[src/rtl/tdm_demux.sv]
// ============================================================================
// Module   : tdm_demux
// Brief    : TDM receive demultiplexer with sync-flag frame lock, alignment
//            error reporting, per-channel strobes and held channel registers.
//            Define TDM_DEMUX_FRAME_BUF_EN for whole-frame (shadowed) updates.
// Revision : 1.0 - initial release
// ============================================================================
`default_nettype none

module tdm_demux #(
    parameter int WIDTH    = 8,
    parameter int CHANNELS = 4
) (
    input  logic                      clk,
    input  logic                      rst,
    input  logic                      in_valid,
    input  logic [WIDTH-1:0]          in_data,
    input  logic                      in_sync,
    output logic [CHANNELS*WIDTH-1:0] out_data,
    output logic [CHANNELS-1:0]       out_valid,
    output logic                      frame_done,
    output logic                      locked,
    output logic                      sync_err
);

    localparam int                c_CHAN_W = $clog2(CHANNELS);
    localparam logic [c_CHAN_W-1:0] c_CHAN_LAST = c_CHAN_W'(CHANNELS - 1);
    localparam logic [c_CHAN_W-1:0] c_CHAN_ZERO = '0;
    localparam logic [c_CHAN_W-1:0] c_CHAN_ONE  = c_CHAN_W'(1);

    localparam logic [0:0] c_ST_HUNT   = 1'b0;
    localparam logic [0:0] c_ST_LOCKED = 1'b1;

    logic [0:0]                r_state;
    logic [c_CHAN_W-1:0]       r_chan;
    logic [CHANNELS*WIDTH-1:0] r_out_data;
    logic [CHANNELS-1:0]       r_out_valid;
    logic                      r_frame_done;
    logic                      r_sync_err;

    // Channel-0 writes happen on any accepted sync; the rest only in-frame.
    logic w_take_sync;
    logic w_take_data;
    logic w_last_word;
    logic w_early_sync;
    logic w_missing_sync;

    always_comb begin
        w_take_sync    = in_valid && in_sync;
        w_take_data    = in_valid && !in_sync && (r_state == c_ST_LOCKED) &&
                         (r_chan != c_CHAN_ZERO);
        w_last_word    = w_take_data && (r_chan == c_CHAN_LAST);
        w_early_sync   = w_take_sync && (r_state == c_ST_LOCKED) &&
                         (r_chan != c_CHAN_ZERO);
        w_missing_sync = in_valid && !in_sync && (r_state == c_ST_LOCKED) &&
                         (r_chan == c_CHAN_ZERO);
    end

`ifdef TDM_DEMUX_FRAME_BUF_EN
    logic [CHANNELS*WIDTH-1:0] r_shadow;
    logic [CHANNELS*WIDTH-1:0] w_frame_next;

    // The completed frame includes the word arriving this cycle.
    always_comb begin
        w_frame_next = r_shadow;
        w_frame_next[r_chan*WIDTH +: WIDTH] = in_data;
    end

    always_ff @(posedge clk) begin
        if (rst) begin
            r_shadow    <= '0;
            r_out_data  <= '0;
            r_out_valid <= '0;
        end else begin
            r_out_valid <= '0;
            if (w_take_sync) begin
                r_shadow[0 +: WIDTH] <= in_data;
            end else if (w_take_data) begin
                r_shadow[r_chan*WIDTH +: WIDTH] <= in_data;
                if (w_last_word) begin
                    r_out_data  <= w_frame_next;
                    r_out_valid <= {CHANNELS{1'b1}};
                end
            end
        end
    end
`else
    always_ff @(posedge clk) begin
        if (rst) begin
            r_out_data  <= '0;
            r_out_valid <= '0;
        end else begin
            r_out_valid <= '0;
            if (w_take_sync) begin
                r_out_data[0 +: WIDTH] <= in_data;
                r_out_valid[0]         <= 1'b1;
            end else if (w_take_data) begin
                r_out_data[r_chan*WIDTH +: WIDTH] <= in_data;
                r_out_valid[r_chan]               <= 1'b1;
            end
        end
    end
`endif

    always_ff @(posedge clk) begin
        if (rst) begin
            r_state      <= c_ST_HUNT;
            r_chan       <= c_CHAN_ZERO;
            r_frame_done <= 1'b0;
            r_sync_err   <= 1'b0;
        end else begin
            r_frame_done <= w_last_word;
            r_sync_err   <= w_early_sync || w_missing_sync;
            if (w_take_sync) begin
                r_state <= c_ST_LOCKED;
                r_chan  <= c_CHAN_ONE;
            end else if (w_missing_sync) begin
                r_state <= c_ST_HUNT;
                r_chan  <= c_CHAN_ZERO;
            end else if (w_take_data) begin
                r_chan <= w_last_word ? c_CHAN_ZERO : r_chan + c_CHAN_ONE;
            end
        end
    end

    assign out_data   = r_out_data;
    assign out_valid  = r_out_valid;
    assign frame_done = r_frame_done;
    assign locked     = (r_state == c_ST_LOCKED);
    assign sync_err   = r_sync_err;

endmodule

`default_nettype wire

[config.mk]
export PLATFORM = sky130hd
export DESIGN_NAME = tdm_demux
export DESIGN_NICKNAME = d
export VERILOG_FILES = /design/src/rtl/tdm_demux.sv
export SDC_FILE = /design/constraint.sdc
export NUM_CORES = 1
export LEC_CHECK = 0
export CAP_MARGIN = 0
export CORE_UTILIZATION = 42
export DETAILED_ROUTE_END_ITERATION = 16
export PLACE_DENSITY = 0.84
export RECOVER_POWER = 25
export SLEW_MARGIN = 10
export SYNTH_ARGS = -nofsm -noshare
export SYNTH_HDL_FRONTEND = slang
export SYNTH_SLANG_ARGS = --single-unit
[constraint.sdc]
create_clock -name clk -period 1.6 [get_ports clk]
set_input_delay 0.24 -clock clk [delete_from_list [all_inputs] [get_ports clk]]
set_output_delay 0.24 -clock clk [all_outputs]
set_load 0.1 [all_outputs]
==> impl_metrics.tcl, run 1 <==
set metrics [dict create \
    final_area_um2 2550 \
    antenna_found_initial 0 \
    combPwrFrac 0.126 \
    gr-usage-all-layers 0.224 \
    clockRootBuffer "clkbuf_8" \
    drc 0 \
    drtIter0Drc 163 \
    topRoutingLayerUsed "met4" \
    core-area_um2 3770 \
    place_inst 284 \
    power_leakage_nw 0.944 \
    clock_skew_ps 6.66 \
    met3_length_um 412 \
    yosys_warnings 0 \
    synth_area_per_cell_um2 8.84 \
    syn-instance-count 193 \
    clock_latency_ps 300 \
    syn_nets 211 \
    switching_share 0.256 \
    dieHeight_um 65.7 \
    powerDensity_nw_per_um2 899 \
    finalCriticalPeriod_ps 1600 \
    routed-via-count 1648 \
    grt_overflow 0 \
    num-fill-cells 271 \
    num_rows 22 \
    hold_class "reg -> reg" \
    dieArea_um2 4320 \
    hpwl_um 3160 \
    grt_max_degree 29 \
    critPathLaunchType "flip-flop" \
    critPathBufInv 2 \
    first_global_vias 1440 \
    required_ps 1790 \
    routedWlPerCell_um 16.4 \
    synth_cell_types 25 \
    multi_input_area_um2 772 \
    status "complete, no violations" \
    vias_per_cell 5.62 \
    cp_slowest_stage_delay_ps 400 \
    cp_max_fo 9 \
    postPlaceCellArea_um2 2630 \
    switchingPower_w 0.000585 \
    yosys.area.top_type "dfxtp_1" \
    dp_slack_ps -103 \
    pwr-share-clk 0.416 \
    worstMarginPinSlew_ps 546 \
    met1_length_um 1960 \
    cts_buffers 5 \
    ctsHoldBuffers 0 \
    diodes 0 \
    period_share 0.997 \
    drive_gt1_frac 0.269 \
    ant_nets 0 \
    critPathSlowestCell "ha_1" \
    intPower_w 0.00170 \
    initial_core_util 0.452 \
    seq_area_frac_synth 0.481 \
    instances_no_fill 293 \
    seq_power_share 0.458 \
    final.setup.worst_slack_ps 4.31 \
    num_io_pins 51 \
    grt_pass1_wl_um 7210 \
    ys_ff_latch 41 \
    slew_violations 0 \
    areaGrowthSynthToFinish_pct 49.3 \
    wl_um 4820 \
    crit_type "reg -> reg" \
    worstPathCellList "inv_1, ha_1, inv_1, o21ai_0, a21oi_1" \
    chipWidth_um 65.7 \
    io_buffer_count 50 \
    yosys.area.top_type_share 0.481 \
    crit_path_end_kind "flip-flop" \
    first_pass_iters 4 \
    critPathArrivalTime_ps 1780 \
    fmax_ghz 0.627 \
    clk_path_buf_depth 2 \
    cap_violations 0 \
    slew_headroom 0.637 \
    clkTransAtPathRegs_ps 80 \
    fin_nets 262 \
    netlist_area_um2 1710 \
    max-vdd-ir-drop_v 0.000669 \
    synth_area_leaders "dfxtp_1 (48%), a21oi_1 (10%), nand4_1 (8.8%)" \
    path_delay_family "adder cells" \
    ctsHtreeMaxLevel 2 \
    cts_tree "built" \
    seq_area_um2 826 \
    dr_wl_met2_um 2360 \
    hold_violations 0 \
    cts_num_sinks 41 \
    setup_viol 0 \
    place.gp.congestion 0.793 \
    cp_common_cell "inv_1" \
]
-- cells by family (layout without fill, tap and decap cells) --
logic type               after synthesis  after routing  share of synthesized area
buffers and inverters                 22             74                     0.0822
AO/OA/AOI/OAI                         61             61                      0.181
AND/OR/NAND/NOR                       62             62                      0.206
adder cells (fa/ha/maj)                6              6                     0.0440
flip-flops                            41             41                      0.481
XOR/XNOR                               1              1                    0.00514
-- state kept, by name, summed over array words and instances (netlist names) --
register    count
r_chan          2
frame_done      1
sync_err        1
out_valid       4
out_data       32
locked          1
-- placed cells by master (no fill, tap or decap), types with 2 or more instances in the layout --
cell type	instances
dfxtp_1	39
a21oi_1	33
o21ai_0	25
nand4_1	24
buf_12	22
nand2_1	20
clkbuf_2	18
clkdlybuf4s50_1	10
buf_4	8
ha_1	5
clkbuf_8	5
inv_1	4
nor3b_1	3
nor2_1	3
nor2b_1	2
nor4_1	2
and2_1	2
clkbuf_16	2
-- cell usage after synthesis --
| cell type | number |
|---|---|
| buf_4 | 1 |
| and4bb_1 | 1 |
| nor4_1 | 2 |
| buf_6 | 2 |
| and3b_2 | 1 |
| o21ai_0 | 26 |
| and2_1 | 2 |
| ha_1 | 6 |
| nor4b_1 | 1 |
| a32oi_1 | 1 |
| nor3b_1 | 4 |
| nor2_1 | 3 |
| a21oi_1 | 34 |
| nor2b_1 | 2 |
| xnor2_1 | 1 |
| buf_12 | 2 |
| clkbuf_1 | 7 |
| nand4_1 | 24 |
| nor3_1 | 1 |
| clkbuf_2 | 1 |
| inv_1 | 5 |
| nand2_1 | 20 |
| nand4bb_1 | 1 |
| buf_2 | 4 |
| dfxtp_1 | 41 |
-- worst paths after layout --
path,start,endpoint,slack (ps),cells past startpoint
setup / recovery,r_chan[0]$_SDFFE_PP0P_,out_data[17]$_SDFFE_PP0P_,4,5
hold reg to reg,out_data[14]$_SDFFE_PP0P_,out_data[14]$_SDFFE_PP0P_,480,2
setup reg to reg,r_chan[0]$_SDFFE_PP0P_,out_data[17]$_SDFFE_PP0P_,4,5
hold / removal,out_data[14]$_SDFFE_PP0P_,out_data[14]$_SDFFE_PP0P_,480,2
-- power by group through the flow --
stage	clock, W	combinational (W)	sequential, W
2_1_floorplan	0	0.0000747	0.00116
3_3_place_gp	0	0.000275	0.00107
3_5_place_dp	0	0.000280	0.00107
4_1_cts	0.000947	0.000282	0.00105
5_1_grt	0.00101	0.000301	0.00105
6_report	0.000951	0.000289	0.00105
-- per-stage QoR --
stage	hold slack [ps]	total power (W)	utilization	TNS, ps
2_1_floorplan	376	0.00123	-	0
3_3_place_gp	479	0.00135	0.697	0
3_5_place_dp	489	0.00135	0.697	-839
4_1_cts	501	0.00228	0.734	0
5_1_grt	498	0.00237	0.675	-134
6_report	478	0.00229	0.675	0
-- area by class of cell --
class,count,area share
clock buffers,6,0.0369
flip-flops and latches,41,0.324
clock inverters,2,0.0152
well taps,48,0.0236
repair buffers,61,0.289
inverters,5,0.00737
multi-input cells,130,0.303
-- tightest hold or removal path, stage by stage, from the launching register on --
cell	delay (ps)
dfxtp_1	310
o21ai_0	60
a21oi_1	60
-- metal layers --
| layer | vias to the layer above | track usage |
|---|---|---|
| met4 | 0 | 0.0924 |
| met2 | 85 | 0.357 |
| met3 | 10 | 0.0521 |
| met5 | - | 0 |
| li1 | 790 | - |
| met1 | 763 | 0.287 |
-- what timing repair did --
item | in CTS | in global routing
endpoints found under the setup margin | 7 | 14
resized for setup | 3 | 6
buffers inserted | 0 | 0
pin swaps | 1 | 1
cloned | 0 | 1
No activity file was read; power rests on OpenSTA's default activity.
==> run 2, diff against run 1 <==
--- a/config.mk
+++ b/config.mk
@@ -10,7 +10,7 @@
 export DETAILED_ROUTE_END_ITERATION = 16
 export PLACE_DENSITY = 0.84
 export RECOVER_POWER = 25
-export SLEW_MARGIN = 10
 export SYNTH_ARGS = -nofsm -noshare
 export SYNTH_HDL_FRONTEND = slang
 export SYNTH_SLANG_ARGS = --single-unit
+export TNS_END_PERCENT = 5
==> run 2 against run 1 <==
  * Combinational power fell by 3%
  * Sequential power barely moved
  * Register-to-register slack improved by 80 ps
  * Sequential share of layout area rose by 0.14 points
  * Total power fell by 0.51%
  * Worst setup slack improved by 82 ps
  * Cell area fell by 0.44%
  * Critical path type unchanged
  * Critical endpoint is now out_data[31]$_SDFFE_PP0P_
  * Largest power group unchanged
==> impl_metrics.tcl, run 2 (synthesis results as in run 1) <==
set metrics [dict create \
    drc 0 \
    grt_overflow 0 \
    core-area_um2 3770 \
    reg2reg_slack_ps 90 \
    fin_total_pwr_w 0.00228 \
    critPathSlowestCell "dfxtp_1" \
    critPathBufInv 3 \
    hold_class "reg -> reg" \
    cp_common_cell "buf_4" \
    final.setup.worst_slack_ps 86.7 \
    final_cell_mix "dfxtp_1 (39), a21oi_1 (34), o21ai_0 (25)" \
    first_global_vias 1440 \
    path_delay_family "buffers and inverters" \
    areaGrowthSynthToFinish_pct 48.6 \
    dp_slack_ps -103 \
    finalCriticalPeriod_ps 1510 \
    power_leakage_nw 0.939 \
    crit_path_end_kind "flip-flop" \
    grt_pass1_wl_um 7210 \
    cap_violations 0 \
    cts_tree "built" \
    dieHeight_um 65.7 \
    ctsHtreeMaxLevel 2 \
    tns_ps 0 \
    hpwl_um 3160 \
    powerDensity_nw_per_um2 898 \
    drtIter0Drc 151 \
    clkTransAtPathRegs_ps 80 \
    initial_core_util 0.452 \
    num-fill-cells 278 \
    postPlaceCellArea_um2 2630 \
    status "complete, no violations" \
    worstMarginPinSlew_ps 546 \
    routedWlPerCell_um 15.8 \
    fmax_ghz 0.661 \
    clockRootBuffer "clkbuf_8" \
    clk_path_buf_depth 2 \
    crit_start "r_chan[1]$_SDFFE_PP0P_" \
    cts_num_sinks 41 \
    crit_type "reg -> reg" \
    reg2reg_from "r_chan[1]$_SDFFE_PP0P_" \
    critPathArrivalTime_ps 1740 \
    cts_buffers 5 \
    wl_um 4600 \
    slew_headroom 0.638 \
    place_inst 284 \
    worst-r2r-cell-count 7 \
    reg2reg_to "out_data[31]$_SDFFE_PP0P_" \
    first_pass_iters 5 \
    critPathLaunchType "flip-flop" \
    ant_nets 0 \
    worstPathCellList "inv_1, ha_2, buf_4, nor3b_1, buf_4, nand4_1, a21oi_1" \
    clock_skew_ps 8.51 \
    max-vdd-ir-drop_v 0.000672 \
    final_common_cell "dfxtp_1" \
    fin_nets 261 \
    antenna_found_initial 0 \
    required_ps 1830 \
    rsz0062_at_grt "yes" \
    final_area_um2 2530 \
    ctsHoldBuffers 0 \
    cp_max_fo 6 \
    largest_reg_flops 32 \
    path_depth 7 \
    clock_latency_ps 300 \
    grt_max_degree 29 \
    gr-usage-all-layers 0.224 \
    setup_viol 0 \
    io_buffer_count 50 \
    cp_slowest_stage_delay_ps 340 \
    period_share 0.946 \
    routed-via-count 1640 \
    dieArea_um2 4320 \
    endpoint "out_data[31]$_SDFFE_PP0P_" \
    num_io_pins 51 \
    instances_no_fill 292 \
    vias_per_cell 5.62 \
    place.gp.congestion 0.793 \
    drive_gt1_frac 0.254 \
    diodes 0 \
    num_rows 22 \
    slew_violations 0 \
    hold_violations 0 \
    chipWidth_um 65.7 \
]
run 2: worst register-to-register path, stage by stage (launching register included):
cell,delay [ps]
dfxtp_1,340
inv_1,80
ha_2,220
buf_4,160
nor3b_1,180
buf_4,160
nand4_1,110
a21oi_1,170
run 2: how the worst min path moves through the flow:
stage,start,depth (start not counted),end
6_report,out_data[14]$_SDFFE_PP0P_,2,out_data[14]$_SDFFE_PP0P_
5_1_grt,out_data[14]$_SDFFE_PP0P_,2,out_data[14]$_SDFFE_PP0P_
4_1_cts,out_data[4]$_SDFFE_PP0P_,2,out_data[4]$_SDFFE_PP0P_
3_5_place_dp,out_data[1]$_SDFFE_PP0P_,2,out_data[1]$_SDFFE_PP0P_
3_3_place_gp,out_data[3]$_SDFFE_PP0P_,2,out_data[3]$_SDFFE_PP0P_
2_1_floorplan,in_data[0],2,out_data[0]$_SDFFE_PP0P_
run 2: per-stage QoR:
| stage | hold slack, ps | util |
|---|---|---|
| 6_report | 478 | 0.672 |
| 2_1_floorplan | 376 | - |
| 3_5_place_dp | 489 | 0.697 |
| 4_1_cts | 501 | 0.734 |
| 3_3_place_gp | 479 | 0.697 |
| 5_1_grt | 498 | 0.672 |
run 2: layout make-up:
type / count / area (um2) / share of cell area
tap: 48 / 60.1 / 0.0237
clock inverter: 2 / 38.8 / 0.0153
clock buffer: 6 / 93.8 / 0.0370
timing repair buffer: 60 / 739 / 0.292
inverter: 5 / 18.8 / 0.00740
sequential: 41 / 826 / 0.326
multi-input combinational: 130 / 758 / 0.299
run 2: what timing repair did:
action / CTS / global route
pin swaps: 1 / 1
setup endpoints to repair: 7 / 14
hold endpoints to repair: 0 / 0
setup buffers: 0 / 0
gates resized for setup: 3 / 2
run 2: per-layer routing:
metal	up-vias	GRT usage	wire, um
li1	797	-	-
met1	765	0.287	1930
met2	70	0.357	2270
met3	8	0.0521	336
met4	0	0.0924	68
met5	-	0	0
run 2: where the power goes:
part	internal (W)	total (W)	leakage, nW	switching (W)
Clock	0.000565	0.000947	0.0669	0.000382
Sequential	0.00103	0.00105	0.333	0.0000147
Combinational	0.000100	0.000281	0.540	0.000181
Total	0.00170	0.00228	0.939	0.000578
